## src/rtl/mem_port_arbiter.sv

```systemverilog
// mem_port_arbiter: shares one single-port memory between instruction fetch
// and the MEM stage. Data accesses win ties; the optional fetch starvation
// guard (enabled by defining FETCH_STARVE_GUARD_EN) lets a waiting fetch in
// after four data grants made while it was pending.
module mem_port_arbiter (
   input  logic        clk,
   input  logic        rst,
   // instruction fetch requester
   input  logic        if_req,
   input  logic [31:0] if_addr,
   output logic [31:0] if_rdata,
   output logic        if_ready,
   // MEM stage requester
   input  logic        mem_read,
   input  logic        mem_write,
   input  logic [31:0] mem_addr,
   input  logic [31:0] mem_wdata,
   output logic [31:0] mem_rdata,
   output logic        mem_ready,
   // pipeline stalls
   output logic        stall_if,
   output logic        stall_mem,
   // shared memory port
   output logic        port_req,
   output logic        port_we,
   output logic [31:0] port_addr,
   output logic [31:0] port_wdata,
   input  logic        port_ack,
   input  logic [31:0] port_rdata
);

   localparam int unsigned ADDR_W = 32;
   localparam int unsigned DATA_W = 32;

   typedef enum logic [2:0] {
      S_IDLE     = 3'd0,
      S_BUSY_IF  = 3'd1,
      S_BUSY_MEM = 3'd2,
      S_DONE_IF  = 3'd3,
      S_DONE_MEM = 3'd4
   } state_t;

   state_t              r_state;
   logic                r_port_req;
   logic                r_port_we;
   logic [ADDR_W-1:0]   r_port_addr;
   logic [DATA_W-1:0]   r_port_wdata;
   logic [DATA_W-1:0]   r_if_rdata;
   logic [DATA_W-1:0]   r_mem_rdata;
   logic                r_if_ready;
   logic                r_mem_ready;

   logic                w_mem_pend;
   logic                w_grant_if;
   logic                w_grant_mem;

   assign w_mem_pend = mem_read | mem_write;

`ifdef FETCH_STARVE_GUARD_EN
   localparam int unsigned GUARD_W = 3;
   localparam logic [GUARD_W-1:0] GUARD_LIMIT = GUARD_W'(4);

   logic [GUARD_W-1:0]  r_guard_cnt;

   // Fetch wins when it is alone or when data has starved it long enough
   assign w_grant_if  = if_req & (~w_mem_pend | (r_guard_cnt == GUARD_LIMIT));
   assign w_grant_mem = w_mem_pend & ~w_grant_if;

   // Count data grants that overtook a pending fetch; any other grant clears
   always_ff @(posedge clk or posedge rst) begin
      if (rst) begin
         r_guard_cnt <= '0;
      end else if (r_state == S_IDLE) begin
         if (w_grant_if) begin
            r_guard_cnt <= '0;
         end else if (w_grant_mem) begin
            if (if_req) begin
               r_guard_cnt <= r_guard_cnt + GUARD_W'(1);
            end else begin
               r_guard_cnt <= '0;
            end
         end
      end
   end
`else
   // Data access always wins a tie
   assign w_grant_mem = w_mem_pend;
   assign w_grant_if  = if_req & ~w_mem_pend;
`endif

   // Arbitration FSM with registered port request and completion outputs
   always_ff @(posedge clk or posedge rst) begin
      if (rst) begin
         r_state      <= S_IDLE;
         r_port_req   <= 1'b0;
         r_port_we    <= 1'b0;
         r_port_addr  <= '0;
         r_port_wdata <= '0;
         r_if_rdata   <= '0;
         r_mem_rdata  <= '0;
         r_if_ready   <= 1'b0;
         r_mem_ready  <= 1'b0;
      end else begin
         r_if_ready  <= 1'b0;
         r_mem_ready <= 1'b0;
         case (r_state)
            S_IDLE: begin
               if (w_grant_mem) begin
                  r_port_req   <= 1'b1;
                  r_port_we    <= mem_write;
                  r_port_addr  <= mem_addr;
                  r_port_wdata <= mem_wdata;
                  r_state      <= S_BUSY_MEM;
               end else if (w_grant_if) begin
                  r_port_req   <= 1'b1;
                  r_port_we    <= 1'b0;
                  r_port_addr  <= if_addr;
                  r_state      <= S_BUSY_IF;
               end
            end
            S_BUSY_IF: begin
               if (port_ack) begin
                  r_port_req <= 1'b0;
                  r_if_rdata <= port_rdata;
                  r_if_ready <= 1'b1;
                  r_state    <= S_DONE_IF;
               end
            end
            S_BUSY_MEM: begin
               if (port_ack) begin
                  r_port_req  <= 1'b0;
                  r_mem_rdata <= port_rdata;
                  r_mem_ready <= 1'b1;
                  r_state     <= S_DONE_MEM;
               end
            end
            S_DONE_IF, S_DONE_MEM: begin
               r_state <= S_IDLE;
            end
            default: begin
               r_port_req <= 1'b0;
               r_state    <= S_IDLE;
            end
         endcase
      end
   end

   assign port_req   = r_port_req;
   assign port_we    = r_port_we;
   assign port_addr  = r_port_addr;
   assign port_wdata = r_port_wdata;
   assign if_rdata   = r_if_rdata;
   assign mem_rdata  = r_mem_rdata;
   assign if_ready   = r_if_ready;
   assign mem_ready  = r_mem_ready;

   // Stalls drop in the same cycle as the matching ready pulse
   assign stall_if  = if_req & ~r_if_ready;
   assign stall_mem = w_mem_pend & ~r_mem_ready;

endmodule

```

## config.mk

```make
export PLATFORM = sky130hd
export DESIGN_NAME = mem_port_arbiter
export DESIGN_NICKNAME = d
export VERILOG_FILES = /design/src/rtl/mem_port_arbiter.sv
export SDC_FILE = /design/constraint.sdc
export NUM_CORES = 1
export LEC_CHECK = 0
export ABC_AREA = 1
export CORE_MARGIN = 1
export CORE_UTILIZATION = 55
export CTS_BUF_LIST = sky130_fd_sc_hd__clkbuf_8
export CTS_CLUSTER_DIAMETER = 100
export DETAILED_ROUTE_END_ITERATION = 7
export DONT_BUFFER_PORTS = 1
export GPL_TIMING_DRIVEN = 0
export HOLD_SLACK_MARGIN = 0.12
export PLACE_DENSITY = 0.73
export SLEW_MARGIN = 25
export SYNTH_ARGS = -nofsm -noshare
export SYNTH_HDL_FRONTEND = slang
export SYNTH_SLANG_ARGS = --single-unit
```

## constraint.sdc

```tcl
create_clock -name clk -period 3.3 [get_ports clk]
set_input_delay 0 -clock clk [delete_from_list [all_inputs] [get_ports clk]]
set_output_delay 0 -clock clk [all_outputs]
set_load 0.05 [all_outputs]
```

**After elaboration in Yosys (flattened, before gate mapping)**

Index checks and enable logic that the tools add are counted.

- Register bits: 135
- Bits of input ports: 134
- Output and inout bits: 134
- Logic and storage cells: 51

- Equality and inequality tests: 8
- Muxes and demuxes: 16
- Bitwise gates (word level): 8
- Reduce and logical (&&, ||, !) cells: 10

Operators with widths:

| operator | count |
|---|---|
| $mux 32 | 2 |
| $mux 3 | 4 |
| $pmux 3 s3 | 1 |
| $mux 1 | 8 |
| $reduce_and 2->1 | 4 |
| $eq 3x2->1 const B | 2 |
| $reduce_and 3->1 | 2 |
| $ne 2x2->1 const B | 2 |
| $not 1->1 | 4 |
| $reduce_or 2->1 | 2 |
| $and 1x1->1 | 3 |
| $eq 3x1->1 const B | 1 |
| $eq 3x3->1 const B | 1 |
| $logic_not 3->1 | 1 |
| $ne 3x3->1 const B | 1 |
| $pmux 1 s3 | 1 |
| $ne 2x1->1 const B | 1 |
| $reduce_bool 2->1 | 1 |
| $or 1x1->1 | 1 |

**Longest topological paths before layout**

Gate-level depths: netlist of the first run.

- Word-level depth: 6
- Depth in mapped cells: 8
- Mapped depth without buffers: 6

**Worst setup path before layout of the first run**

OpenSTA, ideal clock, no wires.

- Path kind: register to output
- From: register r_if_ready (netlist: if_ready)
- To: output port stall_if
- Arrival: 1.280 ns
- Setup slack: 2.020 ns
- Stages on the path, launching flop included: 2
- Buffers on the path: 0
- Path through: dfrtp_1 -> nor2_1

- Word-level cells in the longest chain between the ends: 2

Ends and longest elaborated chain:

| element | line | RTL |
|---|---|---|
| from (decl) | 50 | `logic r_if_ready;` |
| from (signal assigned) | 101 | `r_if_ready <= 1'b0;` |
| from (signal assigned) | 104 | `r_if_ready <= 1'b0;` |
| from (signal assigned) | 125 | `r_if_ready <= 1'b1;` |
| $not 1->1 | 158 | `assign stall_if = if_req & ~r_if_ready;` |
| $and 1x1->1 | 158 |  |
| to (decl) | 21 | `output logic stall_if,` |

No other way between the ends.

**Final worst setup path of the first run**

- From: register r_state[1]
- To: register r_if_rdata[0] (netlist: if_rdata[0])

- Word-level cells in the longest chain between the ends: 2

Ends and longest elaborated chain:

| element | line | RTL |
|---|---|---|
| from (decl) | 43 | `state_t r_state;` |
| from (signal assigned) | 94 | `r_state <= S_IDLE;` |
| from (signal assigned) | 113 | `r_state <= S_BUSY_MEM;` |
| from (signal assigned) | 118 | `r_state <= S_BUSY_IF;` |
| $eq 3x1->1 | 106 | `case (r_state)` |
| $reduce_and 2->1 (no line) | - |  |
| to (signal assigned) | 124 | `r_if_rdata <= port_rdata;` |
| to (decl) | 48 | `logic [DATA_W-1:0] r_if_rdata;` |

No other way between the ends.
A chain may end at the register's enable or synchronous reset.

==> results of run 1 <==
[layout make-up]
cell class / instances / share of cell area, %
Clock buffer: 20 / 3.43
Inverter: 46 / 2.20
Buffer: 32 / 3.11
Multi-Input combinational cell: 450 / 24.5
Clock inverter: 12 / 2.47
Tap cell: 136 / 2.12
Sequential cell: 135 / 42.1
Timing Repair Buffer: 156 / 20.1
[worst max-delay path by stage]
| stage | start | to | slack [ns] |
|---|---|---|---|
| global placement | rst | port_addr[13] | 1.03 |
| floorplan | rst | if_rdata[0] | 1.62 |
| detailed placement | r_state[1] | mem_rdata[22] | 1.86 |
| CTS | r_state[1] | if_rdata[0] | 1.36 |
| finish | r_state[1] | if_rdata[0] | 1.35 |
| global route | r_state[1] | if_rdata[0] | 1.23 |
[power by group through the flow]
stage | Clock, mW | Sequential (mW) | Combinational (mW)
floorplan | 0 | 5.49 | 1.44
global placement | 0 | 5.69 | 1.67
detailed placement | 0 | 5.71 | 1.78
CTS | 1.61 | 5.68 | 2.09
global route | 1.69 | 5.76 | 2.45
finish | 1.60 | 5.71 | 2.20
[routing by layer]
| layer | wire [um] | share of wire [%] | up-vias | global-route usage (%) |
|---|---|---|---|---|
| met1 | 6330 | 37 | 2556 | 35.0 |
| met2 | 8760 | 51 | 297 | 56.9 |
| met4 | 709 | 4.1 | 0 | 17.1 |
| met3 | 1450 | 8.4 | 66 | 11.0 |
| met5 | 0 | 0 | - | 0 |
| li1 | - | - | 2368 | - |
[flip-flops by register name, indices dropped and copies added, names as in the netlist]
signal / flops
if_rdata: 32
if_ready: 1
mem_rdata: 32
mem_ready: 1
port_addr: 32
port_req: 1
port_wdata: 32
port_we: 1
r_state: 3
[through the flow]
stage	hold slack [ns]	cell area, um2
final	0.190	8020
after global routing	0.174	8020
after CTS	0.178	8020
after detailed placement	-0.0726	6020
after global placement	0.113	5940
after floorplan	0.110	5770
[cell families (layout without fill, tap and decap cells)]
group	after synthesis	after routing
flip-flops	135	135
buffers and inverters	78	266
AO/OA/AOI/OAI	67	67
AND/OR/NAND/NOR	383	383
[layout by cell type (no fill, tap or decap), types with 4 or more instances in the layout]
master	count
nand3_1	5
o21ai_2	38
buf_2	10
o21ai_0	18
clkbuf_1	5
o21ai_1	10
bufinv_16	5
dfrtp_1	135
dlygate4sd3_1	152
inv_2	4
buf_6	14
nand2_1	362
inv_1	41
nor2_1	6
clkbuf_8	20
[what timing repair did]
item / CTS / global route
hold buffers: 152 / 0
setup buffers: 0 / 0
endpoints found under the hold margin: 270 / 0
resized for setup: 0 / 0
[worst max-delay path, cell delays in order, from the launching register on]
cell and delay [ns]:
dfrtp_1 0.41, inv_1 0.11, nand3_2 0.11, inv_2 0.05, nand2_2 0.07, clkbuf_1 0.39
o21ai_0 0.12, dlygate4sd3_1 0.59
==> results.sh, run 1 <==
export IMPL_status="finished, final reports clean"
export IMPL_regArea_um2=3380
export IMPL_start_kind="register"
export IMPL_r2r_start="r_state[1]"
export IMPL_clock_power_share_pct=16.8
export IMPL_antenna_found_initial=0
export IMPL_first_pass_iters=5
export IMPL_ff2ff_path_depth=7
export IMPL_p_seq_share_pct=60.1
export IMPL_r2r_slack_ns=1.35
export IMPL_slew_violations=0
export IMPL_stdcell_count=987
export IMPL_clk_pin_slew_ns=0.08
export IMPL_die_height_um=104
export IMPL_cts_htree_levels=4
export IMPL_fin_ws_ns=1.35
export IMPL_ys_ff_latch=135
export IMPL_drt_iter0_drc=380
export IMPL_viasPerCell=5.36
export IMPL_wirelength_mm=17.2
export IMPL_synth_top_family_by_area="simple AND/OR/NAND/NOR gates"
export IMPL_crit_required_ns=3.62
export IMPL_fin_crit_sh_pct=59.2
export IMPL_synth_net_count=797
export IMPL_power_mw=9.51
export IMPL_core_area_um2=10200
export IMPL_wire_per_inst_um=17.5
export IMPL_antennaDiodeCount=0
export IMPL_synth_async_reset_ratio_pct=100
export IMPL_root_buffer="clkbuf_8"
export IMPL_cts_tree="built"
export IMPL_ios=268
export IMPL_clk_path_buf_depth=2
export IMPL_synth_edf_count=0
export IMPL_cts_buffers=17
export IMPL_worst_skew_pair_late_latency_ns=0.44
export IMPL_p_switching_mw=5.24
export IMPL_netlist_instances=663
export IMPL_synth_compound_area_share_pct=8.32
export IMPL_grt_max_degree=34
export IMPL_netlist_top_cells_count="nand2_1, dfrtp_1, inv_1"
export IMPL_ir_worst_vdd_mv=0.896
export IMPL_synthTopCellsByArea="dfrtp_1, nand2_1, o21ai_2, buf_6, inv_1"
export IMPL_die_area_um2=10900
export IMPL_synthDistinctLibCells=19
export IMPL_setup_viol=0
export IMPL_seq_area_frac_synth_pct=58.6
export IMPL_dp_cells=803
export IMPL_holdCritPathClass="primary input to asynchronous set/reset pin"
export IMPL_clock_fmax_mhz=512
export IMPL_swShare_pct=55.1
export IMPL_setup_tns_ns=0
export IMPL_synthesis_area_um2=5760
export IMPL_layout_min_cycle_time_ns=1.95
export IMPL_tightestPinTransition_ns=1.00
export IMPL_powerDensity_nw_per_um2=1190
export IMPL_portBuffers=0
export IMPL_drc=0
export IMPL_yosysMostFrequentCell="nand2_1"
export IMPL_slew_headroom_pct=32.9
export IMPL_ant_nets=0
export IMPL_area_delta_synth_final_pct=39.1
export IMPL_finalClockSkew_ns=0.0144
export IMPL_grt_pass1_wl_mm=27.4
export IMPL_utilization_pct=78.4
export IMPL_place_congestion=0.825
export IMPL_synth_avg_cell_area_um2=8.69
export IMPL_chipWidth_um=104
export IMPL_hpwl_mm=9.97
export IMPL_pre_cts_slack_ns=1.86
export IMPL_overflow=0
export IMPL_yosysWarnings=0
export IMPL_drive_gt1_share_pct=13.5
export IMPL_rows=37
export IMPL_arrival_ns=2.28
export IMPL_synth_simple_area_share_pct=25.7
export IMPL_clock_sinks=135
export IMPL_pwr_share_comb_pct=23.1
export IMPL_r2r_end="if_rdata[0]"
export IMPL_vias=5287
export IMPL_intPower_mw=4.27
export IMPL_grt_use_total_pct=32.7
export IMPL_critPathCaptureType="register"
export IMPL_start_util_pct=56.3
export IMPL_nFillCells=597
export IMPL_ys_flop_type="dfrtp_1"
export IMPL_grt_pass1_vias=5592
export IMPL_hold_viol=0
export IMPL_synth_xor_area_share_pct=0
export IMPL_rsz0062_at_grt="no"
export IMPL_p_leak_nw=4.22
export IMPL_multi_input_area_um2=1960
export IMPL_cap_violations=0
export IMPL_final_nets=972
export IMPL_netlist_top_cell_by_area="dfrtp_1"
export IMPL_synthMuxAreaShare_pct=0
export IMPL_synth_adder_area_share_pct=0
export IMPL_path_max_fanout=10
export IMPL_worstSetupPathType="register to register"
export IMPL_synth_top_area_share_pct=58.6
No activity file was read; power rests on OpenSTA's default activity.
==> run 2: changes to the inputs <==
==> constraint.sdc (replaced) <==
create_clock -name clk -period 1.7 [get_ports clk]
set_input_delay 0 -clock clk [delete_from_list [all_inputs] [get_ports clk]]
set_output_delay 0 -clock clk [all_outputs]
set_load 0.05 [all_outputs]
==> run 2 against run 1 <==
Clock-buffer cell count unchanged. Total power up 91%. Sequential share of layout area increased by 0.68 points. Worst setup slack got worse by 1.3 ns. Wire length down 1.5%. Combinational power up 80%. Highest routed layer unchanged.
==> results.sh, run 2 (synthesis gave the netlist of run 1 again) <==
export IMPL_overflow=0
export IMPL_first_pass_iters=6
export IMPL_p_leak_nw=4.15
export IMPL_clk_pin_slew_ns=0.07
export IMPL_start_util_pct=56.3
export IMPL_setup_viol=0
export IMPL_hpwl_mm=9.97
export IMPL_worst_skew_pair_late_latency_ns=0.43
export IMPL_powerDensity_nw_per_um2=2300
export IMPL_drive_gt1_share_pct=14.0
export IMPL_hold_viol=0
export IMPL_ios=268
export IMPL_antennaDiodeCount=0
export IMPL_holdCritPathClass="primary input to primary output"
export IMPL_drt_iter0_drc=370
export IMPL_cts_setup_buffers=0
export IMPL_path_max_fanout=10
export IMPL_final_cell_mix="nand2_1, dlygate4sd3_1, dfrtp_1"
export IMPL_portBuffers=0
export IMPL_worstSetupPathType="primary input to register"
export IMPL_antenna_found_initial=0
export IMPL_clock_fmax_mhz=593
export IMPL_slew_headroom_pct=50.1
export IMPL_start_kind="primary input"
export IMPL_layout_min_cycle_time_ns=1.69
export IMPL_mostFrequentLayoutCell="nand2_1"
export IMPL_viasPerCell=5.37
export IMPL_fin_ws_ns=0.0123
export IMPL_cts_tree="built"
export IMPL_tightestPinTransition_ns=0.746
export IMPL_area_delta_synth_final_pct=36.9
export IMPL_critical_path_slowest_cell="dlygate4sd3_1"
export IMPL_ant_nets=0
export IMPL_nFillCells=619
export IMPL_drc=0
export IMPL_cap_violations=0
export IMPL_vias=5211
export IMPL_ir_worst_vdd_mv=1.68
export IMPL_crit_required_ns=2.02
export IMPL_status="finished, final reports clean"
export IMPL_rows=37
export IMPL_critPathMostFrequentCell="nand2_1"
export IMPL_grt_pass1_wl_mm=27.0
export IMPL_grt_pass1_vias=5562
export IMPL_finalClockSkew_ns=0.00978
export IMPL_chipWidth_um=104
export IMPL_die_height_um=104
export IMPL_pre_cts_slack_ns=0.263
export IMPL_core_area_um2=10200
export IMPL_fin_crit_sh_pct=99.3
export IMPL_die_area_um2=10900
export IMPL_final_nets=956
export IMPL_clk_path_buf_depth=2
export IMPL_fin_area_um2=7890
export IMPL_grt_max_degree=34
export IMPL_slew_violations=0
export IMPL_post_dp_cell_area_um2=6020
export IMPL_wirelength_mm=17.0
export IMPL_cts_htree_levels=4
export IMPL_arrival_ns=2.01
export IMPL_place_congestion=0.825
export IMPL_max_stage_delay_ns=0.62
export IMPL_cts_buffers=17
export IMPL_root_buffer="clkbuf_8"
export IMPL_crit_path_cell_trace="dlygate4sd3_1 -> inv_1 -> nand2_4 -> clkbuf_4 -> nand2_1 -> nand2_1 -> dlygate4sd3_1 -> nand2_1 -> nand2_1"
export IMPL_rsz0062_at_grt="no"
export IMPL_wire_per_inst_um=17.5
export IMPL_clock_sinks=135
export IMPL_critPathCaptureType="register"
export IMPL_grt_use_total_pct=32.0
run 2: changes by cell type in the layout (fill, tap and decap cells not counted), sizes merged:
cell         previous run  this run
buf                    31        29
clkbuf                 25        27
dlygate4sd3           152       136
run 2: critical path: cells and delay by family:
family / cells / cell delay, ns
AND/OR/NAND/NOR: 5 / 0.45
buffers and inverters: 4 / 1.56
run 2: stage by stage:
| stage | TNS [ns] | hold slack [ns] | utilization, % | power (mW) | std cells |
|---|---|---|---|---|---|
| after floorplan | 0 | 0.110 | - | 13.4 | 663 |
| after global placement | -75.49 | 0.113 | 58.0 | 14.3 | 799 |
| after detailed placement | 0 | -0.0726 | 58.9 | 14.5 | 803 |
| after CTS | 0 | 0.158 | 76.9 | 17.9 | 971 |
| after global routing | 0 | 0.171 | 77.1 | 18.9 | 971 |
| final | 0 | 0.162 | 77.1 | 18.2 | 971 |
run 2: report_power, final:
group / total (mW) / internal (mW) / switching [mW]
sequential: 11.1 / 4.62 / 6.48
combinational: 3.96 / 1.59 / 2.37
clock: 3.11 / 1.86 / 1.25
total: 18.2 / 8.07 / 10.1
run 2: repair_timing:
action	in CTS	in global routing
setup endpoints to repair	2	31
hold endpoints to repair	270	0
pin swaps	0	1
resized for setup	2	6
hold buffers	136	0
run 2: area by class of cell:
type / count / area (um2) / area share (%)
sequential: 135 / 3380 / 42.8
multi-input combinational: 450 / 1990 / 25.2
timing repair buffer: 140 / 1450 / 18.4
clock buffer: 20 / 275 / 3.49
buffer: 32 / 254 / 3.22
clock inverter: 12 / 198 / 2.51
inverter: 46 / 176 / 2.24
tap: 136 / 170 / 2.16
run 2: path summary, 6_finish.rpt:
check,startpoint,end,slack (ns),cells after the start
setup / recovery,mem_write,port_addr[12],0.01,9
hold / removal,if_req,stall_if,0.16,2
setup reg to reg,r_state[0],port_wdata[30],0.09,6
hold reg to reg,r_state[2],r_state[1],0.64,3
max in group asynchronous,rst,mem_rdata[19],0.33,3
min in group asynchronous,rst,if_rdata[9],0.19,3
run 2: metal layers:
layer	vias to the layer above	track usage (%)	wire length, um
met4	0	18.0	789
met2	310	54.9	8450
met1	2490	34.1	6090
met5	-	0	0
met3	76	11.6	1660
li1	2335	-	-
==> run 3: changes to the inputs <==
--- a/config.mk
+++ b/config.mk
@@ -14,7 +14,7 @@
 export DONT_BUFFER_PORTS = 1
 export GPL_TIMING_DRIVEN = 0
 export HOLD_SLACK_MARGIN = 0.12
-export PLACE_DENSITY = 0.73
+export PLACE_DENSITY = 0.75
 export SLEW_MARGIN = 25
 export SYNTH_ARGS = -nofsm -noshare
 export SYNTH_HDL_FRONTEND = slang
==> run 3 against run 2 <==
The flow now finishes with violations (negative setup slack). Sequential share of layout area up 0.22 points. Sequential power about the same. Worst hold slack better by 0.014 ns.
==> results.sh, run 3 (synthesis gave the netlist of run 1 again) <==
export IMPL_status="finished, violations left"
export IMPL_violations="negative setup slack"
export IMPL_setup_viol=1
export IMPL_grt_max_degree=31
export IMPL_first_pass_iters=5
export IMPL_antennaDiodeCount=0
export IMPL_start_util_pct=56.3
export IMPL_hold_viol=0
export IMPL_wirelength_mm=17.2
export IMPL_drc=0
export IMPL_nFillCells=635
export IMPL_wire_per_inst_um=17.7
export IMPL_cts_setup_buffers=0
export IMPL_setup_tns_ns=-0.00549
export IMPL_fin_crit_sh_pct=100
export IMPL_die_height_um=104
export IMPL_layout_min_cycle_time_ns=1.71
export IMPL_r2r_end="r_state[0]"
export IMPL_grt_pass1_vias=5504
export IMPL_cts_buffers=17
export IMPL_slew_violations=0
export IMPL_pre_cts_slack_ns=0.242
export IMPL_finalClockSkew_ns=0.0114
export IMPL_pwr_share_comb_pct=22.4
export IMPL_path_max_fanout=10
export IMPL_clock_sinks=135
export IMPL_max_stage_delay_ns=0.61
export IMPL_powerDensity_nw_per_um2=2260
export IMPL_clk_path_buf_depth=2
export IMPL_start_kind="primary input"
export IMPL_tightestPinTransition_ns=0.588
export IMPL_swShare_pct=56.5
export IMPL_ant_nets=0
export IMPL_chipWidth_um=104
export IMPL_core_area_um2=10200
export IMPL_cts_tree="built"
export IMPL_cts_htree_levels=4
export IMPL_clk_pin_slew_ns=0.07
export IMPL_p_switching_mw=10.0
export IMPL_fin_area_um2=7850
export IMPL_worst_skew_pair_late_latency_ns=0.43
export IMPL_mostFrequentLayoutCell="nand2_1"
export IMPL_critPathCaptureType="register"
export IMPL_viasPerCell=5.34
export IMPL_vias=5189
export IMPL_final_cell_mix="nand2_1, dlygate4sd3_1, dfrtp_1"
export IMPL_place_congestion=0.802
export IMPL_critical_path_slowest_cell="dlygate4sd3_1"
export IMPL_r2r_slack_ns=0.01
export IMPL_clock_power_share_pct=15.1
export IMPL_grt_pass1_wl_mm=27.2
export IMPL_slew_headroom_pct=60.7
export IMPL_post_dp_cell_area_um2=6050
export IMPL_hold_depth=2
export IMPL_cap_violations=0
export IMPL_ff2ff_path_depth=7
export IMPL_whs_ns=0.175
export IMPL_ios=268
export IMPL_final_nets=958
export IMPL_holdCritPathClass="primary input to primary output"
export IMPL_overflow=0
export IMPL_grt_use_total_pct=32.2
export IMPL_fin_ws_ns=-0.00549
export IMPL_rows=37
export IMPL_worstSetupPathType="primary input to register"
export IMPL_die_area_um2=10900
export IMPL_hp_start="if_req"
export IMPL_drive_gt1_share_pct=13.8
export IMPL_arrival_ns=2.07
export IMPL_portBuffers=0
export IMPL_critPathMostFrequentCell="nand2_1"
export IMPL_clock_fmax_mhz=586
export IMPL_drt_iter0_drc=394
export IMPL_root_buffer="clkbuf_8"
export IMPL_p_leak_nw=4.14
export IMPL_intPower_mw=7.72
export IMPL_r2r_start="r_state[1]"
export IMPL_rsz0062_at_grt="yes"
export IMPL_area_delta_synth_final_pct=36.2
export IMPL_hpwl_mm=10.2
export IMPL_p_seq_share_pct=62.5
export IMPL_crit_path_cell_trace="dlygate4sd3_1 -> nor2_4 -> buf_2 -> nand2_1 -> nand2_1 -> dlygate4sd3_1 -> nand2_1 -> nand2_1"
export IMPL_holdPathEnd="stall_if"
export IMPL_crit_required_ns=2.07
export IMPL_antenna_found_initial=0
export IMPL_ir_worst_vdd_mv=1.34
[run 3: worst max-delay path: cells and delay by family]
kind / cells / cell delay [ns]
buf+inv: 3 / 1.48
simple gates: 5 / 0.59
[run 3: worst max-delay path by stage]
stage	end	startpoint	cells past startpoint	slack [ns]
2_1_floorplan	if_rdata[0]	rst	1	0.02
3_3_place_gp	if_rdata[15]	rst	1	-0.58
3_5_place_dp	if_rdata[1]	r_state[1]	6	0.24
4_1_cts	r_state[0]	r_state[0]	7	0.04
5_1_grt	r_state[0]	r_state[1]	7	-0.06
6_report	port_addr[9]	mem_write	8	-0.005
[run 3: metal layers]
metal	routed length, um	track usage [%]
met1	6110	34.4
met2	8870	56.1
met3	1560	11.8
met4	638	15.7
met5	0	0
[run 3: layout make-up]
cell class / count / area, um2 / area share, %
clock inverters: 11 / 134 / 1.71
repair buffers: 142 / 1490 / 18.9
multi-input cells: 450 / 1990 / 25.4
flip-flops and latches: 135 / 3380 / 43.0
inverters: 46 / 176 / 2.25
plain buffers: 32 / 251 / 3.20
clock buffers: 19 / 262 / 3.33
well taps: 136 / 170 / 2.17
[run 3: power by group through the flow]
stage	combinational (mW)	sequential (mW)	clock (mW)
floorplan	2.79	10.7	0
global placement	3.23	11.0	0
detailed placement	3.46	11.1	0
CTS	3.81	11.0	2.72
global route	4.48	11.2	2.84
finish	3.98	11.1	2.68
[run 3: stage by stage]
step                      std cells  power [mW]  utilization [%]
final                           971        17.8             76.7
after global routing            971        18.5             76.7
after CTS                       971        17.6             76.5
after detailed placement        804        14.5             59.2
after global placement          799        14.3             58.0
after floorplan                 663        13.4                -
[run 3: repair_timing]
item / CTS / global route
cloned: 0 / 0
pin swaps: 0 / 1
hold buffers: 137 / 0
endpoints found under the setup margin: 2 / 22
gates resized for setup: 2 / 6
endpoints found under the hold margin: 252 / 0
